<file path="src/rtl/poly_addsub_stream.sv">
// Streaming coefficient-wise polynomial add/sub: raw add, add mod Q, sub mod Q.
// Beats of LANES coefficients flow through a two-stage pipeline under valid/ready control.
module poly_addsub_stream #(
    parameter int          N     = 256,
    parameter int          LANES = 4,
    parameter int          W     = 32,
    parameter int unsigned Q     = 8380417
) (
    input  logic               clk,
    input  logic               rst,
    input  logic               start,
    input  logic [1:0]         mode,
    input  logic               in_valid,
    output logic               in_ready,
    input  logic [LANES*W-1:0] a_in,
    input  logic [LANES*W-1:0] b_in,
    output logic               out_valid,
    input  logic               out_ready,
    output logic [LANES*W-1:0] c_out,
    output logic               out_last,
    output logic               busy,
    output logic               done,
    output logic               range_err
);

    localparam int             BEATS     = N / LANES;
    localparam int             CW        = (BEATS > 1) ? $clog2(BEATS) : 1;
    localparam logic [CW-1:0]  LAST_BEAT = CW'(BEATS - 1);
    localparam logic [W:0]     Q_X       = (W + 1)'(Q);
    localparam logic [W-1:0]   Q_W       = W'(Q);

    typedef enum logic [1:0] {IDLE, RUN, DRAIN} state_t;

    state_t        state_q;
    logic [1:0]    mode_q;
    logic [CW-1:0] in_cnt_q;
    logic [CW-1:0] out_cnt_q;
    logic          range_err_q;
    logic          done_q;
    logic          s1_valid_q;
    logic          out_valid_q;

    logic             adv;
    logic             accept;
    logic             out_fire;
    logic [LANES-1:0] lane_err;

    assign adv      = !out_valid_q || out_ready;
    assign in_ready = (state_q == RUN) && adv;
    assign accept   = in_valid && in_ready;
    assign out_fire = out_valid_q && out_ready;

    assign out_valid = out_valid_q;
    assign out_last  = out_valid_q && (out_cnt_q == LAST_BEAT);
    assign busy      = (state_q != IDLE);
    assign done      = done_q;
    assign range_err = range_err_q;

    generate
        for (genvar gi = 0; gi < LANES; gi++) begin : g_lane
            logic [W-1:0] a_l;
            logic [W-1:0] b_l;
            logic [W:0]   sum_w;
            logic [W:0]   dif_w;
            logic [W-1:0] raw_d;
            logic         corr_d;
            logic [W-1:0] raw_q;
            logic         corr_q;
            logic [W-1:0] fix_w;
            logic [W-1:0] c_d;
            logic [W-1:0] c_q;

            assign a_l   = a_in[W*gi +: W];
            assign b_l   = b_in[W*gi +: W];
            assign sum_w = {1'b0, a_l} + {1'b0, b_l};
            assign dif_w = {1'b0, a_l} - {1'b0, b_l};
            assign raw_d = (mode_q == 2'd2) ? dif_w[W-1:0] : sum_w[W-1:0];
            // Correction decision is made in stage 1 from the full W+1 bit result.
            assign corr_d = (mode_q == 2'd1) ? (sum_w >= Q_X) :
                            (mode_q == 2'd2) ? dif_w[W] : 1'b0;
            assign fix_w  = (mode_q == 2'd2) ? (raw_q + Q_W) : (raw_q - Q_W);
            assign c_d    = corr_q ? fix_w : raw_q;

            assign lane_err[gi]      = (a_l >= Q_W) || (b_l >= Q_W);
            assign c_out[W*gi +: W]  = c_q;

            always_ff @(posedge clk) begin
                if (rst) begin
                    raw_q  <= '0;
                    corr_q <= 1'b0;
                    c_q    <= '0;
                end else if (adv) begin
                    if (accept) begin
                        raw_q  <= raw_d;
                        corr_q <= corr_d;
                    end
                    if (s1_valid_q) begin
                        c_q <= c_d;
                    end
                end
            end
        end
    endgenerate

    always_ff @(posedge clk) begin
        if (rst) begin
            state_q     <= IDLE;
            mode_q      <= 2'd0;
            in_cnt_q    <= '0;
            out_cnt_q   <= '0;
            range_err_q <= 1'b0;
            done_q      <= 1'b0;
            s1_valid_q  <= 1'b0;
            out_valid_q <= 1'b0;
        end else begin
            done_q <= 1'b0;
            if (adv) begin
                s1_valid_q  <= accept;
                out_valid_q <= s1_valid_q;
            end
            // Counters saturate at the last beat so they never wrap mid-operation.
            if (accept && in_cnt_q != LAST_BEAT) begin
                in_cnt_q <= in_cnt_q + 1'b1;
            end
            if (out_fire && out_cnt_q != LAST_BEAT) begin
                out_cnt_q <= out_cnt_q + 1'b1;
            end
            if (accept && mode_q != 2'd0 && |lane_err) begin
                range_err_q <= 1'b1;
            end
            case (state_q)
                IDLE: begin
                    if (start) begin
                        state_q     <= RUN;
                        mode_q      <= (mode == 2'd3) ? 2'd0 : mode;
                        in_cnt_q    <= '0;
                        out_cnt_q   <= '0;
                        range_err_q <= 1'b0;
                    end
                end
                RUN: begin
                    if (accept && in_cnt_q == LAST_BEAT) begin
                        state_q <= DRAIN;
                    end
                end
                DRAIN: begin
                    if (out_fire && out_cnt_q == LAST_BEAT) begin
                        state_q <= IDLE;
                        done_q  <= 1'b1;
                    end
                end
                default: state_q <= IDLE;
            endcase
        end
    end

endmodule

</file>
<file path="config.mk">
export PLATFORM = sky130hd
export DESIGN_NAME = poly_addsub_stream
export DESIGN_NICKNAME = d
export VERILOG_FILES = /design/src/rtl/poly_addsub_stream.sv
export SDC_FILE = /design/constraint.sdc
export NUM_CORES = 2
export LEC_CHECK = 0
export CORE_UTILIZATION = 50
export CTS_CLUSTER_SIZE = 28
export DETAILED_ROUTE_END_ITERATION = 10
export PLACE_DENSITY = 0.82
export SLEW_MARGIN = 20
export SYNTH_ARGS = -nofsm -noshare
export SYNTH_HDL_FRONTEND = slang
export SYNTH_SLANG_ARGS = --single-unit
</file>
<file path="constraint.sdc">
create_clock -name clk -period 7.55 [get_ports clk]
set_input_delay 1.51 -clock clk [delete_from_list [all_inputs] [get_ports clk]]
set_output_delay 1.51 -clock clk [all_outputs]
set_load 0.02 [all_outputs]
</file>
# Word-level counts from Yosys, hierarchy flattened
# Cells that the tools add are included.
totals:
  latch_bits: 0
  elab_cells: 123
  register_bits: 280
  ramBits: 0
  mem_count: 0
  inputBits: 263
  out_inout_bits: 134
  mem_bits_ro: 0
op_classes:
  order_cmp: 12
  add_sub_neg: 18
  shifts: 0
  bitwise_logic: 1
  n_div: 0
  reduce_logical: 25
  n_mul: 0
  n_mux: 35
  eq_ne: 12
ops:
  columns: ["cell", "count"]
  rows:
  - ["32-bit 2-to-1 mux", 12]
  - ["32-bit by 23-bit >= comparator with 1-bit output (second input constant)", 8]
  - ["32-bit by 32-bit adder with 33-bit output", 4]
  - ["33-bit by 23-bit >= comparator with 1-bit output (second input constant)", 4]
  - ["32-bit by 32-bit subtractor with 33-bit output", 4]
  - ["32-bit by 23-bit adder with 32-bit output (second input constant)", 4]
  - ["32-bit by 23-bit subtractor with 32-bit output (second input constant)", 4]
  - ["6-bit 2-to-1 mux", 6]
  - ["6-bit by 1-bit adder with 6-bit output (second input constant)", 2]
  - ["6-bit == test (second input constant)", 2]
  - ["1-bit 2-to-1 mux", 12]
  - ["6-bit != test (second input constant)", 2]
  - ["1-bit logical AND", 10]
  - ["2-bit 2-to-1 mux", 4]
  - ["2-bit == test (second input constant)", 3]
  - ["2-bit case mux with 3 select lines", 1]
  - ["2-bit AND reduction", 3]
  - ["1-bit logical OR", 5]
  - ["2-bit by 1-bit == test with 1-bit output (second input constant)", 2]
  - ["2-bit != test (second input constant)", 2]
  - ["2-bit nonzero test", 2]
  - ["4-bit OR reduction", 1]
  - ["3-bit AND reduction", 1]
  - ["2-bit logical NOT", 1]
  - ["other kinds (4)", 4]

# Logic depth before layout (Yosys ltp)
depth:
  ltp_word: 9
  ltp_mapped: 19
  depth_no_buf: 15

# Worst setup path before layout
# Ideal clock, no wire load.
synth_timing:
  kind: "flip-flop to flip-flop"
  startpoint: "register mode_q[0]"
  endpoint: "register g_lane[0].c_q[31]"
  stages_incl_launch_ff: 19
  slack_ns: 1.013
  arrival_time_ns: 6.405
  n_path_buf: 4
  synth_period_minus_slack_ns: 6.537
  required_time_ns: 7.417
  cell_sequence: "dfxtp_1 -> nand2b_1 -> clkbuf_1 -> clkbuf_1 -> clkbuf_1 -> buf_1 -> ha_1 -> a211oi_1 -> o21ai_0 -> a211oi_1 -> o31ai_1 -> a41o_1 -> a2111oi_2 -> o31ai_1 -> a21o_1 -> a21o_1 -> mux2i_1 -> xnor2_1 -> a21oi_1"
synth_between:
  elab_chain_len: 3
synth_rtl:
  columns: ["item", "line_no", "source"]
  rows:
  - ["start, declared", "35", "logic [1:0] mode_q;"]
  - ["start signal, assigned", "135", "mode_q <= (mode == 2'd3) ? 2'd0 : mode;"]
  - ["2-bit == test", "81", "assign fix_w = (mode_q == 2'd2) ? (raw_q + Q_W) : (raw_q - Q_W);"]
  - ["32-bit 2-to-1 mux", "81", null]
  - ["32-bit 2-to-1 mux", "82", "assign c_d = corr_q ? fix_w : raw_q;"]
  - ["end signal, assigned", "91", "c_q <= '0;"]
  - ["end signal, assigned", "98", "c_q <= c_d;"]
  - ["end, declared", "71", "logic [W-1:0] c_q;"]
# Every way passes these cells.
# A chain may end at the register's enable or synchronous reset.

# Final worst setup path
layout_timing:
  startpoint: "input b_in[7]"
  endpoint: "register g_lane[0].corr_q"
layout_between:
  elab_chain_len: 3
  word_cells_on_any_way: 5
  classes_between: "add/sub (2); order compare (1); mux (2)"
layout_rtl:
  columns: ["item", "line_no", "source"]
  rows:
  - ["start, declared", "16", "input logic [LANES*W-1:0] b_in,"]
  - ["32-bit by 32-bit adder with 33-bit output or 32-bit by 32-bit subtractor with 33-bit output (tied branches)", "75, 76", null]
  - ["33-bit by 23-bit >= comparator with 1-bit output or 1-bit 2-to-1 mux (tied branches)", "79, 80", null]
  - ["1-bit 2-to-1 mux (*)", "79", "assign corr_d = (mode_q == 2'd1) ? (sum_w >= Q_X) :"]
  - ["end signal, assigned", "95", "corr_q <= corr_d;"]
  - ["end, declared", "68", "logic corr_q;"]
# Mark *: on every way between the ends. The rest lies on a longest branch, timed or not.

==> results.yml <==
status:
  status: "finished clean"
worst_setup_path:
  r2r-end: "g_lane[3].c_q[31]$_SDFFE_PP0P_"
  critPathKind: "in -> reg"
  end_kind: "flop"
  cp.required_ps: 8020
  cp_data_arrival_time_ps: 5800
  timing.rr.start: "mode_q[1]$_SDFFE_PP0P_"
  start_kind: "input port"
  r2r_setup_slack_ps: 2670
  cp_max_fo: 9
  ff2ff_path_depth: 15
die:
  io_pins: 397
  rows: 92
  die_area_um2: 65830
  die_w_um: 256.6
  fp.dieH_um: 256.6
  start_util_pct: 51.00
  fp.coreArea_um2: 63540
final_layout:
  drive_above_1_share_pct: 2.899
  multi_input_area_um2: 24730
  fillerInstances: 5944
  layout.nets: 5320
  seq_area_um2: 5609
  area_delta_synth_final_pct: 16.52
global_route:
  grt_max_degree: 101
  antenna_found_initial: 20
  gr-total-overflow: 0
  grtUsageTotal_pct: 34.17
  grt_pass1_wl_um: 179500
  grt_pass1_vias: 30920
logic_synthesis:
  yosysWarnings: 0
  syn_area_um2: 32400
  synthAdderAreaFrac_pct: 15.34
  async_flop_share_pct: 0
  muxShareOfSynthArea_pct: 3.529
  synth_xor_xnor_area_share_pct: 8.109
  synth_compound_area_share_pct: 29.49
  synth_cell_types: 97
  yosysTopAreaCell: "dfxtp_1"
  avgSynthCellArea_um2: 7.259
  synth_top_family_by_area: "compound AO/OA/AOI/OAI gates"
  synth_edf_count: 0
  synth_fp_nets: 5117
  ys_top_cells_by_area: "dfxtp_1 17%, ha_1 15%, a21oi_1 7.1%"
  seq_area_frac_synth_pct: 17.30
  yosys.area.top_type_share_pct: 17.30
  synth.most_common_cell: "a21oi_1"
  synth_cells: 4464
  synth_simple_gate_area_share_pct: 19.79
  synth_top_flop_cell: "dfxtp_1"
  yosys_register_bits: 280
  synth_commonest_cells: "462 x a21oi_1, 460 x nor2_1, 378 x ha_1, 311 x nand2_1, 300 x inv_1"
sta:
  setup_tns_ps: 0
  worst_slew_pin_slew_ps: 1097
  slew_headroom_pct: 26.89
  rsz0062_at_grt: "no"
  final.setup.worst_slack_ps: 2215
  hold_viol_final: 0
  min_period_over_period_pct: 70.66
  finClkSkew_ps: 15.48
  fmaxAchievable_mhz: 187.4
  final-max-slew-violation-count: 0
  setup_viol: 0
  timing.final.crit_period_ps: 5335
clock_tree:
  cts_hold_buffers: 0
  ctsRootBufferMaster: "clkbuf_16"
  cts_max_level: 1
  cts_resized: 0
  ctsLongestPathBuffers: 3
  path_clk_slew_ps: 60
  cts.sinks: 280
  cts_tree: "built"
  cts_setup_buffers: 0
  numCtsBuffers: 30
  clkLatencyLatePin_ps: 590
routing:
  avgRoutedWirePerCell_um: 21.39
  finalWirelength_um: 118800
  dr.pass1.iters: 6
  vias_per_cell: 6.270
  drc: 0
  drtIter0Drc: 3925
  vias: 34820
  ant_nets: 0
min_path:
  hold_depth: 2
  min_from: "g_lane[2].c_q[2]$_SDFFE_PP0P_"
  hold_end: "g_lane[2].c_q[2]$_SDFFE_PP0P_"
  min_path_type: "reg -> reg"
placement:
  io_buffers: 396
  globalplace.congestion: 1.049
  place_ws_ps: 1774
  place_hpwl_um: 94350
power_and_ir_drop:
  p_leak_nw: 15.37
  peakVddDrop_mv: 0.1790
  power_density_nw_per_um2: 156.7
flow_run:
  drv_cap: 0
worst max-delay path: stages:
cell	delay, ps
clkdlybuf4s50_1	510
inv_1	60
ha_1	460
nor3b_1	110
a211oi_1	490
a31oi_1	260
o211ai_1	320
a21oi_1	170
o41ai_1	730
o211ai_1	190
xnor2_1	200
nor4_1	360
a31oi_1	140
o31a_1	290
routing by layer:
metal	vias up	track usage, %	share of wire, %
li1	16610	-	-
met1	16300	49.22	45
met2	1738	50.51	42
met3	168	6.119	10
met4	4	11.87	3.2
met5	-	0	0.023
worst max path at each step:
stage	start	endpoint	slack [ps]	cells past startpoint
floorplan	mode_q[0]$_SDFFE_PP0P_	g_lane[0].c_q[31]$_SDFFE_PP0P_	1010	18
global placement	b_in[8]	g_lane[0].corr_q$_SDFFE_PP0P_	1800	14
detailed placement	b_in[7]	g_lane[0].corr_q$_SDFFE_PP0P_	1770	14
CTS	b_in[7]	g_lane[0].corr_q$_SDFFE_PP0P_	2370	14
global route	b_in[7]	g_lane[0].corr_q$_SDFFE_PP0P_	1990	14
finish	b_in[7]	g_lane[0].corr_q$_SDFFE_PP0P_	2210	14
metrics by stage:
stage | instances | hold slack (ps) | power [mW] | utilization (%) | instance area [um^2]
after CTS | 5537 | 458.7 | 5.850 | 59.36 | 37720
after global routing | 5552 | 490.2 | 6.204 | 59.42 | 37760
after detailed placement | 5481 | 450.6 | 4.260 | 57.70 | 36670
after floorplan | 4464 | 444.4 | 3.419 | - | 32400
final | 5553 | 456.2 | 5.915 | 59.42 | 37760
after global placement | 5481 | 444.6 | 4.241 | 57.69 | 36660
placed cells by master (no fill, tap or decap), types with 21 or more instances in the layout:
master,count
a21oi_1,462
nor2_1,460
clkdlybuf4s50_1,395
ha_1,378
nand2_1,310
inv_1,298
o21ai_0,294
dfxtp_1,277
xnor2_1,254
a211oi_1,183
mux2i_1,112
a21o_1,104
nand3_1,99
nor3_1,98
nor4_1,70
o21bai_1,65
nand4_1,60
nor2b_1,47
xor2_1,46
nand2b_1,44
o211ai_1,43
a31oi_1,41
clkbuf_16,31
o31ai_1,29
and3_1,26
or3_1,23
o21a_1,21
or4_1,21
buf_4,21
final cells by class:
cell class	instances	share of cell area (%)
tap	846	2.803
antenna	16	0.1060
inverter	304	3.029
multi-input combinational	3634	65.50
timing repair buffer	417	10.92
clock inverter	16	0.5103
sequential	280	14.86
clock buffer	40	2.277
logic make-up after synthesis:
family                   after synthesis
buffers and inverters                550
AO/OA/AOI/OAI                       1480
flip-flops                           280
XOR/XNOR                             300
adder cells (fa/ha/maj)              390
multiplexers                         114
AND/OR/NAND/NOR                     1350
report_power, final:
| part | internal, mW | switching [mW] | total [mW] |
|---|---|---|---|
| sequential | 1.56 | 0.0829 | 1.64 |
| combinational | 1.06 | 1.63 | 2.69 |
| clock | 0.912 | 0.677 | 1.59 |
sequential cells by signal, indices dropped and copies added (netlist names), 2 cells and up:
| name | count |
|---|---|
| in_cnt_q | 6 |
| g_lane.corr_q | 4 |
| g_lane.c_q | 128 |
| state_q | 2 |
| mode_q | 2 |
| out_cnt_q | 6 |
| g_lane.raw_q | 128 |
Note: power is estimated with default switching activity, not from simulation.
